--- src/rtl/chacha_poly_pkg.sv ---
// -----------------------------------------------------------------------------
// chacha_poly_pkg
// Shared definitions for the ChaCha20-Poly1305 MAC block formatter.
//   - State encoding, also used as the output-register port select
//   - BLK_BYTES: Poly1305 block size in bytes
//   - popcount16:   number of enabled bytes in a 16-bit keep vector
//   - keep_mask128: expands a 16-bit byte keep into a 128-bit bit mask
// No ports (package).
// -----------------------------------------------------------------------------
package chacha_poly_pkg;

   localparam logic [1:0] ST_IDLE = 2'd0;
   localparam logic [1:0] ST_AAD  = 2'd1;
   localparam logic [1:0] ST_PLD  = 2'd2;
   localparam logic [1:0] ST_LEN  = 2'd3;

   typedef enum logic [1:0] {
      IDLE = ST_IDLE,
      AAD  = ST_AAD,
      PLD  = ST_PLD,
      LEN  = ST_LEN
   } state_t;

   localparam int BLK_BYTES = 16;

   function automatic logic [4:0] popcount16(input logic [15:0] k);
      logic [4:0] c;
      c = 5'd0;
      for (int i = 0; i < BLK_BYTES; i++) begin
         c = c + {4'd0, k[i]};
      end
      return c;
   endfunction

   function automatic logic [127:0] keep_mask128(input logic [15:0] k);
      logic [127:0] m;
      m = 128'd0;
      for (int i = 0; i < BLK_BYTES; i++) begin
         m[8*i +: 8] = {8{k[i]}};
      end
      return m;
   endfunction

endpackage

--- src/rtl/chacha_fmt_out_reg.sv ---
// -----------------------------------------------------------------------------
// chacha_fmt_out_reg
// One-entry valid/ready holding register shared by the AAD, payload and
// length output ports. load_sel (ST_AAD/ST_PLD/ST_LEN) picks which valid is
// raised; at most one valid is ever high.
// Ports:
//   clk, rst                 clock, synchronous active-high reset
//   load, load_sel           write the entry this cycle, target port
//   load_data, load_keep     entry contents
//   aad/pld/len_ready        downstream ready per port
//   aad/pld/len_valid        registered valids
//   data, keep               registered entry contents
//   can_load                 entry empty or draining this cycle
// -----------------------------------------------------------------------------
module chacha_fmt_out_reg
   import chacha_poly_pkg::*;
(
   input  logic         clk,
   input  logic         rst,
   input  logic         load,
   input  logic [1:0]   load_sel,
   input  logic [127:0] load_data,
   input  logic [15:0]  load_keep,
   input  logic         aad_ready,
   input  logic         pld_ready,
   input  logic         len_ready,
   output logic         aad_valid,
   output logic         pld_valid,
   output logic         len_valid,
   output logic [127:0] data,
   output logic [15:0]  keep,
   output logic         can_load
);

   logic fire;

   // Drain detection: a handshake on the active port frees the entry.
   always_comb begin
      fire     = (aad_valid & aad_ready) | (pld_valid & pld_ready) | (len_valid & len_ready);
      can_load = ~(aad_valid | pld_valid | len_valid) | fire;
   end

   // Entry register: load has priority over drain so back-to-back blocks flow without bubbles.
   always_ff @(posedge clk) begin
      if (rst) begin
         aad_valid <= 1'b0;
         pld_valid <= 1'b0;
         len_valid <= 1'b0;
         data      <= 128'd0;
         keep      <= 16'd0;
      end else if (load) begin
         aad_valid <= (load_sel == ST_AAD);
         pld_valid <= (load_sel == ST_PLD);
         len_valid <= (load_sel == ST_LEN);
         data      <= load_data;
         keep      <= load_keep;
      end else if (fire) begin
         aad_valid <= 1'b0;
         pld_valid <= 1'b0;
         len_valid <= 1'b0;
      end
   end

endmodule

--- src/rtl/chacha_poly_block_formatter.sv ---
// -----------------------------------------------------------------------------
// chacha_poly_block_formatter
// Front end of the ChaCha20-Poly1305 MAC path. Takes a tagged byte-beat stream
// (AAD then ciphertext), zero-pads each beat to a full 16-byte block, counts
// bytes per segment and finally emits the 128-bit length block
// {pld_cnt, aad_cnt} (64-bit little-endian fields).
// Optional macro: CHACHA_FMT_LEN_CHECK_EN -- every valid beat is handshaked;
//   malformed or wrong-segment beats are dropped and raise sticky err.
// Ports:
//   clk, rst                          clock, synchronous active-high reset
//   start                             begin a message (IDLE only)
//   in_valid/in_ready                 input handshake
//   in_data, in_keep, in_seg, in_last input beat, byte keep, segment, last
//   aad_valid/aad_data/aad_keep/aad_ready  padded AAD blocks
//   pld_valid/pld_data/pld_keep/pld_ready  padded payload blocks
//   len_valid/len_block/len_ready          length block
//   busy                              message in progress
//   err                               sticky protocol error (macro only)
// -----------------------------------------------------------------------------
module chacha_poly_block_formatter
   import chacha_poly_pkg::*;
#(
   parameter int LEN_W = 64
)(
   input  logic         clk,
   input  logic         rst,
   input  logic         start,
   input  logic         in_valid,
   input  logic [127:0] in_data,
   input  logic [15:0]  in_keep,
   input  logic         in_seg,
   input  logic         in_last,
   output logic         in_ready,
   output logic         aad_valid,
   output logic [127:0] aad_data,
   output logic [15:0]  aad_keep,
   input  logic         aad_ready,
   output logic         pld_valid,
   output logic [127:0] pld_data,
   output logic [15:0]  pld_keep,
   input  logic         pld_ready,
   output logic         len_valid,
   output logic [127:0] len_block,
   input  logic         len_ready,
   output logic         busy,
   output logic         err
);

   state_t             state, state_nx;
   logic [LEN_W-1:0]   aad_cnt, pld_cnt;
   logic               can_load, seg_match, flagged, accept, good;
   logic               beat_load, len_load, start_acc, len_hs;
   logic               load;
   logic [1:0]         load_sel;
   logic [127:0]       load_data;
   logic [127:0]       out_data;
   logic [15:0]        out_keep;

   // Beat qualification and output-register load selection.
   always_comb begin
      seg_match = ((state == AAD) && !in_seg) || ((state == PLD) && in_seg);
`ifdef CHACHA_FMT_LEN_CHECK_EN
      // Every beat in a segment state is taken; bad ones are discarded.
      in_ready  = ((state == AAD) || (state == PLD)) && can_load;
      flagged   = !seg_match
                  || (((in_keep + 16'd1) & in_keep) != 16'd0)
                  || (!in_last && (in_keep != 16'hFFFF));
`else
      // Wrong-segment beats stall until the state catches up.
      in_ready  = seg_match && can_load;
      flagged   = 1'b0;
`endif
      accept    = in_valid && in_ready;
      good      = accept && !flagged;
      beat_load = good && (in_keep != 16'd0);
      len_load  = (state == LEN) && !len_valid && can_load;
      start_acc = start && (state == IDLE);
      len_hs    = len_valid && len_ready;
      load      = beat_load || len_load;
      if (len_load) begin
         load_sel  = ST_LEN;
         load_data = {64'(pld_cnt), 64'(aad_cnt)};
      end else begin
         load_sel  = state;
         load_data = in_data & keep_mask128(in_keep);
      end
   end

   // Next-state logic.
   always_comb begin
      state_nx = state;
      case (state)
         IDLE: if (start_acc) state_nx = AAD; else state_nx = IDLE;
         AAD:  if (good && in_last) state_nx = PLD; else state_nx = AAD;
         PLD:  if (good && in_last) state_nx = LEN; else state_nx = PLD;
         LEN:  if (len_hs) state_nx = IDLE; else state_nx = LEN;
         default: state_nx = IDLE;
      endcase
   end

   // State register.
   always_ff @(posedge clk) begin
      if (rst) state <= IDLE;
      else     state <= state_nx;
   end

   // Per-segment byte counters; wrap silently at 2^LEN_W.
   always_ff @(posedge clk) begin
      if (rst || start_acc) begin
         aad_cnt <= '0;
         pld_cnt <= '0;
      end else if (beat_load && (state == AAD)) begin
         aad_cnt <= aad_cnt + LEN_W'(popcount16(in_keep));
      end else if (beat_load && (state == PLD)) begin
         pld_cnt <= pld_cnt + LEN_W'(popcount16(in_keep));
      end
   end

   // Busy flag: set on start acceptance, cleared by the length handshake.
   always_ff @(posedge clk) begin
      if (rst)            busy <= 1'b0;
      else if (start_acc) busy <= 1'b1;
      else if (len_hs)    busy <= 1'b0;
   end

`ifdef CHACHA_FMT_LEN_CHECK_EN
   // Sticky protocol error, cleared by the next accepted start.
   always_ff @(posedge clk) begin
      if (rst || start_acc)     err <= 1'b0;
      else if (accept && flagged) err <= 1'b1;
   end
`else
   assign err = 1'b0;
`endif

   chacha_fmt_out_reg u_out (
      .clk       (clk),
      .rst       (rst),
      .load      (load),
      .load_sel  (load_sel),
      .load_data (load_data),
      .load_keep (16'hFFFF),
      .aad_ready (aad_ready),
      .pld_ready (pld_ready),
      .len_ready (len_ready),
      .aad_valid (aad_valid),
      .pld_valid (pld_valid),
      .len_valid (len_valid),
      .data      (out_data),
      .keep      (out_keep),
      .can_load  (can_load)
   );

   // The shared entry feeds all three data ports; valids say which is live.
   assign aad_data  = out_data;
   assign pld_data  = out_data;
   assign len_block = out_data;
   assign aad_keep  = out_keep;
   assign pld_keep  = out_keep;

endmodule

--- config.mk ---
export PLATFORM = sky130hd
export DESIGN_NAME = chacha_poly_block_formatter
export DESIGN_NICKNAME = d
export VERILOG_FILES = /design/src/rtl/chacha_poly_pkg.sv /design/src/rtl/chacha_fmt_out_reg.sv /design/src/rtl/chacha_poly_block_formatter.sv
export SDC_FILE = /design/constraint.sdc
export NUM_CORES = 1
export LEC_CHECK = 0
export ABC_AREA = 1
export BUFFER_PORTS_ARGS = -buffer_cell sky130_fd_sc_hd__buf_2
export CAP_MARGIN = 25
export CORE_AREA = 2 2 227 229
export DETAILED_ROUTE_END_ITERATION = 8
export DIE_AREA = 0 0 229 231
export SLEW_MARGIN = 20
export SYNTH_ARGS = -nofsm -noshare
export SYNTH_HDL_FRONTEND = slang
export SYNTH_HIERARCHICAL = 1
export SYNTH_SLANG_ARGS = --single-unit
--- constraint.sdc ---
create_clock -name clk -period 9.68 [get_ports clk]
set_clock_uncertainty 0.05 [all_clocks]
set_input_delay 1.936 -clock clk [delete_from_list [all_inputs] [get_ports clk]]
set_output_delay 1.936 -clock clk [all_outputs]
set_load 0.02 [all_outputs]
# Yosys cells after proc, flatten, opt, wreduce, memory -nomap -nowiden
# Cells that the tools add are included.
# word_totals
wordCells,78
inputBits,153
regBits,263
out_inout_bits,422
# op_classes
mux,13
add_sub_neg,17
reduce_logical,22
n_bitwise,11
eq_ne,6
# ops
cell,n
$add 64x5->64,2
$and 128x128->128,1
$mux 128,1
$add 5x1->5,11
$reduce_bool 16->1,1
$logic_and 1x1->1,12
$eq 2x2->1 const B,4
$mux 1,8
$pmux 2 s4,1
$mux 2,3
$add 4x1->5,1
$or 1x1->1,5
$add 3x1->4,1
$eq 2x1->1 const B,2
$reduce_bool 2->1,2
$add 2x1->3,1
$and 1x1->1,3
$logic_or 1x1->1,3
$add 1x1->2,1
$logic_not 1->1,2
$logic_not 2->1,1
$not 1->1,2
$reduce_and 2->1,1

# Depth between registers and ports, before layout
# depth
ltp_word,16
ltp_mapped,26
mapped_depth_nobuf,25

# Hierarchy
# Netlist, hierarchy kept.
# modules_own_cells
mod,area_per_inst_um2,seq_area_each_um2,instances,cells_each
chacha_poly_block_formatter,12577.1,2622.5,1,2133
chacha_fmt_out_reg,5136.2,2942.8,1,646

# Worst setup path before layout
# OpenSTA, ideal clock, no wires.
# synth_path
path_kind,in2reg
from,input in_keep[0]
to,register pld_cnt[35]
stages,23
n_path_buf,1
setup_ns,0.113
t_arrival_ns,6.521
required_ns,9.517
path_slack_ns,2.996
path_cell_list,clkbuf_1 -> inv_1 -> fa_1 -> inv_1 -> fa_1 -> fa_1 -> inv_1 -> fa_1 -> inv_1 -> ha_1 -> fa_1 -> nand2_1 -> a21boi_0 -> ha_1 -> nand2_1 -> nor2_1 -> nand3_1 -> nand2_1 -> nand3_1 -> nor2_1 -> nand2_1 -> nor2_1 -> nor2_1
# synth_via
elab_chain_len,16
word_cells_on_any_way,22
classes_between,add/sub (16); bitwise (1); reduce/logical (5)
# synth_rtl
element,line,rtl
start: declaration,chacha_poly_block_formatter.sv:30,"input logic [15:0] in_keep,"
$add 1x1->2,chacha_poly_pkg.sv:30,"c = c + {4'd0, k[i]};"
$add 2x1->3,chacha_poly_pkg.sv:30,
$add 3x1->4,chacha_poly_pkg.sv:30,
$add 4x1->5,chacha_poly_pkg.sv:30,
$add 5x1->5 (11 in a row),chacha_poly_pkg.sv:30,
$add 64x5->64,chacha_poly_block_formatter.sv:115,pld_cnt <= pld_cnt + LEN_W'(popcount16(in_keep));
end signal: assignment,chacha_poly_block_formatter.sv:115,
end: declaration,chacha_poly_block_formatter.sv:50,"logic [LEN_W-1:0] aad_cnt, pld_cnt;"
# Parallel ways exist; a longest one is shown, timed or not.
# A chain may end at the register's enable or synchronous reset.

# Final worst setup path
# layout_path
from,input in_keep[15]
to,register aad_cnt[39]
# layout_via
elab_chain_len,3
word_cells_on_any_way,5
classes_between,add/sub (2); reduce/logical (3)
# layout_rtl
element,line,rtl
branches (longest 3 deep; another with $add 64x5->64),--,
end signal: assignment,chacha_poly_block_formatter.sv:113,aad_cnt <= aad_cnt + LEN_W'(popcount16(in_keep));
end: declaration,chacha_poly_block_formatter.sv:50,
# Parallel ways; which one is timed is not known.

==> flow_summary.json <==
{
  "dp_slack_ps": 2450,
  "dieArea_um2": 52900,
  "routed_wl_um": 65100,
  "placed_area_um2": 18900,
  "grt_overflow": 0,
  "via_per_inst": 4.84,
  "cp.required_ps": 10130,
  "start_util": 0.350,
  "drc_errors": 0,
  "ys_ff_latch": 278,
  "gp_congestion": 0.945,
  "area_growth_pct": 13.8,
  "ant_nets": 0,
  "worstMarginPinSlew_ps": 920,
  "grt_use_total": 0.234,
  "cts_tree": "done",
  "die_h_um": 231,
  "r2r_cells": 11,
  "nets": 3204,
  "r2r_end": "u_out/data[0]",
  "finalMaxSlewViolations": 0,
  "fill_cells": 5582,
  "yosys_warnings": 6,
  "cts.sinks": 278,
  "dpl.hpwl_um": 49900,
  "fin_ws_ps": 3010,
  "max_cap_viol_count": 0,
  "cp-start-kind": "primary input",
  "fin_crit_ps": 6670,
  "setup-tns-final_ps": 0,
  "cts.repair.resized": 0,
  "grt_setup_unrepaired": "no",
  "crit_path_end_kind": "register",
  "path_clk_slew_ps": 60,
  "drtPass1Iterations": 6,
  "drive_gt1_frac": 0.221,
  "port_buffers": 573,
  "postSynthCellCount": 2779,
  "ctsHtreeMaxLevel": 2,
  "p_leak_nw": 8.81,
  "cts_hold_buf": 0,
  "syn_avg_cell_area_um2": 6.37,
  "r2r_setup_slack_ps": 5460,
  "holdPathEnd": "busy",
  "worstPathArrival_ps": 7110,
  "num_antenna_cells": 0,
  "fmax_mhz": 150,
  "setup_viol": 0,
  "cts-root-buf": "clkbuf_16",
  "status": "finished clean",
  "p_per_area_nw_per_um2": 155,
  "ys_seq_area_frac": 0.314,
  "drt_iter0_drc": 1351,
  "netlist_area_um2": 17700,
  "clk_latency_ps": 550,
  "ys_types": 35,
  "grt_first_pass_wirelength_um": 96800,
  "post_cts_buffers": 0,
  "hold_depth": 2,
  "path_class": "primary input to register",
  "die_w_um": 229,
  "hold_viol_final": 0,
  "num_rows": 83,
  "core_um2": 50700,
  "critPathMaxFanout": 10,
  "clock_path_buffers": 3,
  "slew_headroom": 0.387,
  "grt_pass1_vias": 16000,
  "num_vias": 18100,
  "rr_startpoint": "u_out/len_valid",
  "stdcell_area_um2": 20200,
  "antenna_found_initial": 3,
  "io_pins": 575,
  "ir_worst_vdd_mv": 0.0943,
  "fin_crit_sh": 0.689,
  "wl_per_cell_um": 17.4,
  "hp-class": "register to register",
  "cts_buffers": 36,
  "hold_start": "busy",
  "grt_max_degree": 91
}
-- worst max-delay path, cell delays in order --
cell and delay [ps]:
buf_2 290, inv_1 100, fa_1 580, inv_1 80, fa_1 460, fa_1 490, inv_1 50, fa_1 470
inv_1 40, ha_1 190, fa_1 400, nand2_1 70, a21boi_0 150, ha_1 390, nand2_1 110, nor2_1 100
nand2_1 70, nand2_1 160, nand3_1 120, nor2_2 470, nand2_1 150, nand2_1 90, nand2_1 50, nor2_1 90
-- registers in the layout, summed over array words and instances, names as in the netlist --
| name | count |
|---|---|
| aad_cnt | 64 |
| busy | 1 |
| pld_cnt | 64 |
| state | 2 |
| u_out/aad_valid | 1 |
| u_out/data | 128 |
| u_out/keep | 16 |
| u_out/len_valid | 1 |
| u_out/pld_valid | 1 |
-- cell usage after synthesis --
library cell  count  area (µm²)
inv_1           199         747
xnor2_1           2        17.5
o31ai_1           1        7.51
clkbuf_1         54         203
nor4_1            5        31.3
nand4_1          43         269
a21boi_0          1        7.51
nand3b_1          1        7.51
nand3_1         281        1410
nor2_1          313        1170
inv_2             2        7.51
a211oi_1          1        7.51
conb_1            2        7.51
fa_1             12         240
nor2_2           13        81.3
nor2_4            2        22.5
nand2_1         759        2850
ha_1             16         200
buf_1             5        18.8
and2_1            2        12.5
or2_2             4        25.0
o211ai_1          1        7.51
nor3_1           66         330
o21ai_0         117         586
nand3_2           2        20.0
nand3_4           1        17.5
o21bai_1          1        7.51
buf_6            13         146
buf_2            43         215
o21a_1            8        60.1
dfxtp_1         278        5570
buf_4           281        2110
nor3b_1           2        15.0
a21oi_1         235        1180
xor2_1           13         114
-- how the worst max path moves through the flow --
stage                     cells past startpoint          end  slack (ps)         from
after floorplan                              23  pld_cnt[35]        3000   in_keep[0]
after CTS                                    24  aad_cnt[39]        3050  in_keep[15]
after global routing                         24  aad_cnt[47]        2680   in_keep[0]
final                                        24  aad_cnt[39]        3010  in_keep[15]
after global placement                       24  aad_cnt[55]        2510  in_keep[15]
after detailed placement                     24  aad_cnt[39]        2450  in_keep[15]
-- per-stage QoR --
step	instances	utilization	power, mW	hold slack [ps]
global placement	3665	0.374	1.78	409
global route	3730	0.398	3.27	428
CTS	3730	0.398	3.17	417
detailed placement	3665	0.374	1.78	407
floorplan	2794	-	1.65	393
finish	3730	0.398	3.13	416
-- placed cells by master (no fill, tap or decap), types with 2 or more instances in the layout --
master and n:
a21oi_1 235, and2_1 2, buf_2 572, buf_4 15, bufinv_16 3, clkbuf_1 6, clkbuf_16 37, clkbuf_8 6
clkinv_2 7, clkinvlp_4 3, conb_1 17, dfxtp_1 278, fa_1 12, ha_1 16, inv_1 199, inv_6 2
nand2_1 757, nand2_4 2, nand3_1 281, nand3_2 2, nand4_1 43, nor2_1 311, nor2_2 13, nor2_4 4
nor3_1 66, nor3b_1 2, nor4_1 5, o21a_1 8, o21ai_0 117, or2_2 4, xnor2_1 2, xor2_1 13
-- metal layers --
metal  vias to the layer above  wire length [µm]  track usage
li1                       9133                 -            -
met1                      8225             31000        0.337
met5                         -                 7            0
met4                         2              1390       0.0605
met3                        77              3710       0.0274
met2                       631             29000        0.370
-- logic make-up after synthesis --
kind of cell | share of synthesized area
AO/OA/AOI/OAI | 0.105
buffers and inverters | 0.195
XOR/XNOR | 0.00742
other | 0.000424
adder cells (fa/ha/maj) | 0.0249
flip-flops | 0.314
AND/OR/NAND/NOR | 0.354
-- area by class of cell --
cell class,count,area [µm²],share of cell area
Inverter,201,757,0.0376
Multi-Input combinational cell,1919,8800,0.437
Tap cell,680,851,0.0422
Clock inverter,16,174,0.00863
Timing Repair Buffer,587,2980,0.148
Sequential cell,278,5570,0.276
Clock buffer,49,1030,0.0512
-- where the power goes --
part	internal [mW]	switching, mW
Combinational	0.191	0.368
Sequential	1.17	0.0254
Clock	0.830	0.547
(Power assumes the default switching activity.)
